--- config.mk ---
export PLATFORM = sky130hd
export DESIGN_NAME = ps2_key_decoder
export DESIGN_NICKNAME = d
export VERILOG_FILES = /design/src/rtl/ps2_pkg.sv /design/src/rtl/ps2_line_filter.sv /design/src/rtl/ps2_key_decoder.sv
export SDC_FILE = /design/constraint.sdc
export NUM_CORES = 1
export LEC_CHECK = 0
export CAP_MARGIN = 20
export CORE_ASPECT_RATIO = 0.8
export CORE_MARGIN = 5
export CORE_UTILIZATION = 30
export DETAILED_ROUTE_END_ITERATION = 16
export PLACE_DENSITY = 0.53
export SYNTH_ARGS = -nofsm -noshare
export SYNTH_HDL_FRONTEND = slang
export SYNTH_SLANG_ARGS = --single-unit
--- constraint.sdc ---
create_clock -name i_clk -period 1.72 [get_ports i_clk]
set_input_delay 0.344 -clock i_clk [delete_from_list [all_inputs] [get_ports i_clk]]
set_output_delay 0.344 -clock i_clk [all_outputs]
set_load 0.02 [all_outputs]
--- src/rtl/ps2_pkg.sv ---
// Shared constants for the PS/2 keyboard receiver: scan codes, frame states
// and the mapping from scan codes to the eight held-key bits.
package ps2_pkg;

    localparam logic [7:0] SC_W     = 8'h1D;
    localparam logic [7:0] SC_A     = 8'h1C;
    localparam logic [7:0] SC_S     = 8'h1B;
    localparam logic [7:0] SC_D     = 8'h23;
    localparam logic [7:0] SC_UP    = 8'h75;
    localparam logic [7:0] SC_DOWN  = 8'h72;
    localparam logic [7:0] SC_LEFT  = 8'h6B;
    localparam logic [7:0] SC_RIGHT = 8'h74;
    localparam logic [7:0] SC_EXT   = 8'hE0;
    localparam logic [7:0] SC_BREAK = 8'hF0;

    typedef enum logic [1:0] {
        ST_IDLE,
        ST_DATA,
        ST_PARITY,
        ST_STOP
    } frame_state_t;

    localparam int NUM_KEYS = 8;
    localparam logic [2:0] KEY_P1_UP    = 3'd0;
    localparam logic [2:0] KEY_P1_DOWN  = 3'd1;
    localparam logic [2:0] KEY_P1_LEFT  = 3'd2;
    localparam logic [2:0] KEY_P1_RIGHT = 3'd3;
    localparam logic [2:0] KEY_P2_UP    = 3'd4;
    localparam logic [2:0] KEY_P2_DOWN  = 3'd5;
    localparam logic [2:0] KEY_P2_LEFT  = 3'd6;
    localparam logic [2:0] KEY_P2_RIGHT = 3'd7;

    typedef struct packed {
        logic       hit;
        logic [2:0] idx;
    } key_map_t;

    // Player 1 keys are plain codes, player 2 keys only match with the E0 prefix.
    function automatic key_map_t map_key(input logic i_ext, input logic [7:0] i_sc);
        key_map_t m;
        m.hit = 1'b1;
        m.idx = KEY_P1_UP;
        case ({i_ext, i_sc})
            {1'b0, SC_W}:     m.idx = KEY_P1_UP;
            {1'b0, SC_S}:     m.idx = KEY_P1_DOWN;
            {1'b0, SC_A}:     m.idx = KEY_P1_LEFT;
            {1'b0, SC_D}:     m.idx = KEY_P1_RIGHT;
            {1'b1, SC_UP}:    m.idx = KEY_P2_UP;
            {1'b1, SC_DOWN}:  m.idx = KEY_P2_DOWN;
            {1'b1, SC_LEFT}:  m.idx = KEY_P2_LEFT;
            {1'b1, SC_RIGHT}: m.idx = KEY_P2_RIGHT;
            default:          m.hit = 1'b0;
        endcase
        return m;
    endfunction

endpackage

--- src/rtl/ps2_line_filter.sv ---
// Synchronizes the raw PS/2 pins and debounces the clock line, producing a
// one-cycle pulse on each filtered falling edge alongside the synchronized data.
module ps2_line_filter #(
    parameter int FILTER_LEN = 8
) (
    input  logic i_clk,
    input  logic i_rst_n,
    input  logic i_ps2_clk,
    input  logic i_ps2_data,
    output logic o_fall,
    output logic o_data
);

    localparam int CW = $clog2(FILTER_LEN + 1);

    logic [1:0]    r_clk_sync;
    logic [1:0]    r_data_sync;
    logic [CW-1:0] r_stable_cnt;
    logic          r_clk_filt;
    logic          r_fall;
    logic          w_diff;
    logic          w_flip;

    // The filtered level resets low so a line that idles high never yields a false edge.
    assign w_diff = (r_clk_sync[1] != r_clk_filt);
    assign w_flip = w_diff && (r_stable_cnt == CW'(FILTER_LEN - 1));

    always_ff @(posedge i_clk or negedge i_rst_n) begin
        if (!i_rst_n) begin
            r_clk_sync   <= '0;
            r_data_sync  <= '0;
            r_stable_cnt <= '0;
            r_clk_filt   <= 1'b0;
            r_fall       <= 1'b0;
        end else begin
            r_clk_sync  <= {r_clk_sync[0], i_ps2_clk};
            r_data_sync <= {r_data_sync[0], i_ps2_data};
            r_fall      <= w_flip && r_clk_filt;
            if (!w_diff || w_flip) begin
                r_stable_cnt <= '0;
            end else begin
                r_stable_cnt <= r_stable_cnt + 1'b1;
            end
            if (w_flip) begin
                r_clk_filt <= ~r_clk_filt;
            end
        end
    end

    assign o_fall = r_fall;
    assign o_data = r_data_sync[1];

endmodule

--- src/rtl/ps2_key_decoder.sv ---
// PS/2 keyboard receiver: deframes scan-code set 2 bytes, strips E0/F0 prefixes
// and tracks the held state of the eight game keys.
import ps2_pkg::*;

module ps2_key_decoder #(
    parameter int FILTER_LEN     = 8,
    parameter int TIMEOUT_CYCLES = 10000
) (
    input  logic       i_clk,
    input  logic       i_rst_n,
    input  logic       i_ps2_clk,
    input  logic       i_ps2_data,
    output logic       o_p1_up,
    output logic       o_p1_down,
    output logic       o_p1_left,
    output logic       o_p1_right,
    output logic       o_p2_up,
    output logic       o_p2_down,
    output logic       o_p2_left,
    output logic       o_p2_right,
    output logic [7:0] o_code,
    output logic       o_code_valid,
    output logic       o_code_ext,
    output logic       o_code_break,
    output logic       o_parity_err,
    output logic       o_frame_err
);

    localparam int TO_W = $clog2(TIMEOUT_CYCLES + 1);

    logic                w_fall;
    logic                w_data;
    frame_state_t        r_state;
    frame_state_t        w_state_next;
    logic [2:0]          r_bit_cnt;
    logic [7:0]          r_shift;
    logic                r_parity;
    logic [TO_W-1:0]     r_timeout;
    logic                w_done;
    logic                w_par_bad;
    logic                w_frm_bad;
    logic                r_evt_done;
    logic                r_evt_perr;
    logic                r_evt_ferr;
    logic [7:0]          r_evt_byte;
    logic                r_ext_pend;
    logic                r_brk_pend;
    logic [NUM_KEYS-1:0] r_keys;
    key_map_t            w_map;

    ps2_line_filter #(
        .FILTER_LEN (FILTER_LEN)
    ) u_line_filter (
        .i_clk      (i_clk),
        .i_rst_n    (i_rst_n),
        .i_ps2_clk  (i_ps2_clk),
        .i_ps2_data (i_ps2_data),
        .o_fall     (w_fall),
        .o_data     (w_data)
    );

    always_ff @(posedge i_clk or negedge i_rst_n) begin
        if (!i_rst_n) begin
            r_state <= ST_IDLE;
        end else begin
            r_state <= w_state_next;
        end
    end

    // A stalled frame is abandoned once the counter reaches its limit.
    always_comb begin
        w_state_next = r_state;
        w_done       = 1'b0;
        w_par_bad    = 1'b0;
        w_frm_bad    = 1'b0;
        if (w_fall) begin
            case (r_state)
                ST_IDLE: begin
                    if (!w_data) begin
                        w_state_next = ST_DATA;
                    end else begin
                        w_frm_bad = 1'b1;
                    end
                end
                ST_DATA: begin
                    if (r_bit_cnt == 3'd7) begin
                        w_state_next = ST_PARITY;
                    end
                end
                ST_PARITY: w_state_next = ST_STOP;
                ST_STOP: begin
                    w_state_next = ST_IDLE;
                    if (!w_data) begin
                        w_frm_bad = 1'b1;
                    end else if (^{r_shift, r_parity}) begin
                        w_done = 1'b1;
                    end else begin
                        w_par_bad = 1'b1;
                    end
                end
                default: w_state_next = ST_IDLE;
            endcase
        end else if ((r_state != ST_IDLE) && (r_timeout == TO_W'(TIMEOUT_CYCLES))) begin
            w_state_next = ST_IDLE;
            w_frm_bad    = 1'b1;
        end
    end

    always_ff @(posedge i_clk or negedge i_rst_n) begin
        if (!i_rst_n) begin
            r_bit_cnt <= '0;
            r_shift   <= '0;
            r_parity  <= 1'b0;
            r_timeout <= '0;
        end else begin
            if (w_fall) begin
                case (r_state)
                    ST_IDLE: r_bit_cnt <= '0;
                    ST_DATA: begin
                        r_shift   <= {w_data, r_shift[7:1]};
                        r_bit_cnt <= r_bit_cnt + 3'd1;
                    end
                    ST_PARITY: r_parity <= w_data;
                    default: ;
                endcase
            end
            if ((r_state == ST_IDLE) || w_fall) begin
                r_timeout <= '0;
            end else if (r_timeout != TO_W'(TIMEOUT_CYCLES)) begin
                r_timeout <= r_timeout + 1'b1;
            end
        end
    end

    // Frame outcome is staged one cycle so decode sees a stable byte and flags.
    always_ff @(posedge i_clk or negedge i_rst_n) begin
        if (!i_rst_n) begin
            r_evt_done <= 1'b0;
            r_evt_perr <= 1'b0;
            r_evt_ferr <= 1'b0;
            r_evt_byte <= '0;
        end else begin
            r_evt_done <= w_done;
            r_evt_perr <= w_par_bad;
            r_evt_ferr <= w_frm_bad;
            if (w_done) begin
                r_evt_byte <= r_shift;
            end
        end
    end

    assign w_map = map_key(r_ext_pend, r_evt_byte);

    always_ff @(posedge i_clk or negedge i_rst_n) begin
        if (!i_rst_n) begin
            r_ext_pend   <= 1'b0;
            r_brk_pend   <= 1'b0;
            r_keys       <= '0;
            o_code       <= '0;
            o_code_valid <= 1'b0;
            o_code_ext   <= 1'b0;
            o_code_break <= 1'b0;
            o_parity_err <= 1'b0;
            o_frame_err  <= 1'b0;
        end else begin
            o_code_valid <= 1'b0;
            o_parity_err <= r_evt_perr;
            o_frame_err  <= r_evt_ferr;
            if (r_evt_perr || r_evt_ferr) begin
                r_ext_pend <= 1'b0;
                r_brk_pend <= 1'b0;
            end else if (r_evt_done) begin
                if (r_evt_byte == SC_EXT) begin
                    r_ext_pend <= 1'b1;
                end else if (r_evt_byte == SC_BREAK) begin
                    r_brk_pend <= 1'b1;
                end else begin
                    o_code       <= r_evt_byte;
                    o_code_ext   <= r_ext_pend;
                    o_code_break <= r_brk_pend;
                    o_code_valid <= 1'b1;
                    if (w_map.hit) begin
                        r_keys[w_map.idx] <= ~r_brk_pend;
                    end
                    r_ext_pend <= 1'b0;
                    r_brk_pend <= 1'b0;
                end
            end
        end
    end

    assign o_p1_up    = r_keys[KEY_P1_UP];
    assign o_p1_down  = r_keys[KEY_P1_DOWN];
    assign o_p1_left  = r_keys[KEY_P1_LEFT];
    assign o_p1_right = r_keys[KEY_P1_RIGHT];
    assign o_p2_up    = r_keys[KEY_P2_UP];
    assign o_p2_down  = r_keys[KEY_P2_DOWN];
    assign o_p2_left  = r_keys[KEY_P2_LEFT];
    assign o_p2_right = r_keys[KEY_P2_RIGHT];

endmodule
Word level (Yosys, flattened, before mapping). Cells that the tools add are included.

Flip-flop bits (word level): 72. Bits of input ports: 4. Output and inout port bits: 21. Logic and storage cells: 118.

Add/sub/neg operators: 3. Magnitude comparators: 2. Equal/unequal tests: 22. Multiplexer cells: 39. Bitwise operators: 5. Reductions and logical operators: 24.

Operators with widths (count): $eq A9 B9 Y1 const B (4); $mux W14 (2); $eq A9 B5 Y1 const B (3); $mux W1 (26); $pmux W3 S7 (1); $eq A8 B8 Y1 const B (2); $add A14 B1 Y14 const B (1); $eq A14 B14 Y1 const B (1); $ne A14 B14 Y1 const B (1); $reduce_and A2 Y1 (5); $reduce_bool A2 Y1 (5); $eq A9 B6 Y1 const B (1); $ne A3 B3 Y1 const B (3); $reduce_xor A9 Y1 (1); $bwmux W8 (1); $mux W2 (4); $pmux W2 S4 (1); $reduce_or A8 Y1 (1); $pmux W3 S2 (1); $not A1 Y1 (5); $reduce_and A5 Y1 (1); $add A4 B1 Y4 const B (1); $eq A2 B2 Y1 const B (2); $eq A4 B3 Y1 const B (1); 16 further kinds (21).

Logic depth before layout (Yosys ltp).
Depth in word-level cells: 7. Depth in mapped cells: 7.

Modules after synthesis. Synthesis repeated with hierarchy kept, for this count alone.

Cell total of the unflattened synthesis: 284. Area, all modules: 3333.2 µm².

By module, submodules not included: ps2_key_decoder (instances 1, cells each 260, area each 2964.1 µm², seq. area each 1551.5 µm²); ps2_line_filter (instances 1, cells each 24, area each 369.1 µm², seq. area each 250.2 µm²).

Worst setup path after synthesis. Ideal clock, no wire load.

Path type: reg-to-reg. Start: register r_shift[2]. End: register r_evt_byte[0]. Setup time: 125 ps. Arrival time: 1725 ps. Slack: -130 ps. Cell stages (with the launch flop): 6. Buffers on the path: 0. Cell sequence: dfrtp_1 > xnor2_1 > xnor2_1 > xnor2_2 > mux2i_4 > mux2_2.

Longest elaborated chain between the ends: 5.

Ends and longest elaborated chain: start: declaration (line ps2_key_decoder.sv:36) `logic [7:0] r_shift;`; start signal: assignment (line ps2_key_decoder.sv:120) `r_shift <= {w_data, r_shift[7:1]};`; $reduce_xor A9 Y1 (line ps2_key_decoder.sv:95) `end else if (^{r_shift, r_parity}) begin`; $mux W1 (line ps2_key_decoder.sv:95); $mux W1 (line ps2_key_decoder.sv:93) `if (!w_data) begin`; $mux W1 (line ps2_key_decoder.sv:77) `case (r_state)`; $mux W1 (line ps2_key_decoder.sv:76) `if (w_fall) begin`; net w_done (line ps2_key_decoder.sv:39) `logic w_done;`; end signal: assignment (line ps2_key_decoder.sv:147) `r_evt_byte <= r_shift;`; end: declaration (line ps2_key_decoder.sv:45) `logic [7:0] r_evt_byte;`.

The timed path passes the listed nets, and every way through them passes these cells. A chain may end at the register's enable or synchronous reset.

Final worst setup path.
Start: register r_shift[5]. End: register r_evt_byte[4].

The elaborated chain is that of the path after synthesis.

==> metrics <==
Slew HR between 70% and 80%; worst-margin pin slew 0.3835 ns; htree depth 3; ant diodes 0; Max VDD drop 0.0006688 V; Mapped Nets between 300 and 400; Bufs on Longest Clock Path 2; Synth Register Bits 72; via count between 2,000 and 2,500; drt first pass iters 4; Gate Count Post-Synth just under 300; Die W between 100 and 150 um; Final min period ~1.9 ns; Pins Over Slew Limit 0; Sw Share a little over a fifth; P&R area growth vs syn 40.66%; Flop pwr share about half; sw power roughly 0.77 mW; DRT iter0 DRCs 40; Setup-failing EPs final 14; die area 13,530 um2; min-delay src u_line_filter.r_data_sync[0]; r2r endpoint r_evt_byte[4]; # nets final a little under 400; Root Buffer clkbuf_16; crit-path max FO 6; Seq/Total Area, Yosys 53.18%; antenna violations before repair 0; RR Startpoint r_shift[5]; Clock Latency Late Sink between 0.3 and 0.4 ns; first-pass GRT wire length around 12 mm; vias in the first global route ~2,400; area share of the largest cell type after synthesis ~53%; internal power about 2.8 mW; num rows 34; asr flop ratio synth between 90% and 100%; clock share of power between 40% and 50%; hold crit path type flop to flop; Fmax roughly 540 MHz; WP data required 1.93 ns; clock sinks 72; Power Dens Cells ~750 nW/um2; CP Capture Type flop; Tcrit/Tclk final 107.8%; layout cells sized above 1 34.64%; Reg2Reg Depth 6; CTS tree built; gr usage total a little over a tenth; area of the core between 10,000 and 15,000 um2; Yosys cell types just under 50; remaining antenna violation count after routing 0; Final Util 43.42%; worst setup path start r_shift[5]; Final Skew 0.005821 ns; Ys Warns 0; count of final hold-check violations 0; synth top area cells dfrtp_1, mux2_2, xnor2_1; GPL Wtd Cong 0.7746; aggregate routed wire length roughly 7.0 mm; Worst Path Class, Setup flop to flop; final cell count without fillers 528; outcome finished, violations left; Synth area leader dfrtp_1; TritonCTS Buffers 9; GR Overflow Total 0; wire length per cell 13.30 um; Mean Syn Cell Area approximately 11 um2; RSZ-0062 raised after global routing true; PortBufs 24; R2R setup slack -0.13 ns; main flop type after synthesis dfrtp_1; DP Wirelength 4.989 mm; DRC 0; count of flip-flops with a built-in enable after synthesis 0; Max Cap Violations 0; CTS clock-pin slew for the worst setup and hold paths about 0.05 ns; failing checks setup timing; crit path capture r_evt_byte[4]; setup ws final -0.1343 ns; CP arrival between 2 and 2.5 ns; placed cell count 500; IO Count 25; vias per cell between 4 and 5; Leak between 2 and 2.5 nW; Comb pwr share around 4.3%; die height between 100 and 150 um; largest net degree at the start of global routing 30; Initial Utilization a little under a third; Worst setup SP type flop; Syn Std Cell Area approximately 3400 um2
-- registers in the layout, indices dropped and copies added, names as in the netlist, 3 cells and up --
name,flops
r_evt_byte,8
r_bit_cnt,3
o_code,8
r_shift,8
r_timeout,14
r_keys,8
u_line_filter.r_stable_cnt,4
-- cells in the mapped netlist (7+ instances only) --
library cell and count:
ha_1 9, xor2_1 10, xnor2_1 14, o21ai_0 10
nand3_1 10, nor2_1 26, nand2_1 18, nand2b_1 7
mux2i_1 8, dfrtp_1 72, mux2_2 25, inv_1 17
-- how the worst min path moves through the flow --
stage                     slack [ns]  cells after the start                           end
after global routing            0.37                      0  u_line_filter.r_data_sync[1]
final                           0.35                      0  u_line_filter.r_data_sync[1]
after CTS                       0.35                      0  u_line_filter.r_data_sync[1]
after detailed placement        0.30                      1                     r_keys[3]
after global placement          0.30                      1                     r_keys[3]
after floorplan                 0.05                      0                     o_code[0]
-- power groups by stage --
stage                     Clock, mW  Sequential, mW  Combinational [mW]
after global placement            0            1.80               0.156
after global routing           1.79            1.78               0.179
after detailed placement          0            1.80               0.159
after CTS                      1.72            1.77               0.161
final                          1.65            1.77               0.154
after floorplan                   0            1.79              0.0839
-- area by class of cell --
class                   instances  area [um2]
fillers                      1027        6210
flip-flops and latches         72        1804
multi-input cells             197        1687
repair buffers                 84       768.2
clock buffers                  11       242.7
well taps                     144       180.2
inverters                      17       63.81
clock inverters                 3       20.02
-- cells in the final DEF, fill, tap and decap left out, types with 5 or more instances in the layout --
cell	synthesis	final
buf_4	0	47
buf_6	0	8
clkbuf_16	0	9
clkdlybuf4s50_1	0	23
dfrtp_1	72	70
ha_1	9	9
inv_1	17	17
mux2_2	25	18
mux2_4	0	7
mux2i_1	8	8
nand2_1	18	16
nand2b_1	7	7
nand3_1	10	10
nand3b_1	6	6
nor2_1	26	26
nor3_1	6	5
o21ai_0	10	8
xnor2_1	14	7
xnor2_2	1	8
xor2_1	10	10
-- timing repair --
action	CTS	global route
endpoints found under the setup margin	24	32
hold endpoints to repair	14	0
pin swaps	4	20
buffers inserted	2	11
hold buffers	1	0
gates resized for setup	17	30
-- critical path, stage by stage (launching register included) --
cell	delay [ns]
dfrtp_1	0.40
xnor2_2	0.16
xnor2_2	0.15
xnor2_2	0.25
mux2i_4	0.32
buf_12	0.15
mux2_4	0.29
-- metal layers --
layer	part of all wire, %	vias to the layer above	GRT usage [%]
li1	-	1184	-
met1	50	1157	15.01
met2	45	27	15.87
met3	3.7	8	3.825
met4	1.2	0	3.373
met5	0	-	0
-- cells by family (layout without fill, tap and decap cells) --
| family | Yosys count | after routing | synth area share (%) |
|---|---|---|---|
| DFF | 72 | 72 | 53.18 |
| xor gates and xnor gates | 25 | 25 | 6.684 |
| and+or+nand+nor | 100 | 100 | 16.51 |
| AOI/OAI and AO/OA | 29 | 29 | 5.835 |
| adders and majority gates | 9 | 9 | 3.324 |
| buffers and inverters | 27 | 115 | 3.139 |
| muxes | 34 | 34 | 11.34 |
-- stage by stage --
step / cell area (um2) / setup slack, ns / TNS [ns] / hold WS, ns / power, mW
after global routing: 4766 / -0.2172 / -2.421 / 0.3708 / 3.746
after global placement: 4170 / -0.1334 / -1.976 / 0.2978 / 1.955
after floorplan: 3421 / -0.1298 / -0.9581 / 0.04841 / 1.878
after CTS: 4541 / -0.1437 / -1.349 / 0.3493 / 3.652
final: 4766 / -0.1343 / -1.340 / 0.3456 / 3.572
after detailed placement: 4170 / -0.1591 / -2.237 / 0.2978 / 1.961
No activity file was read; power rests on OpenSTA's default activity.
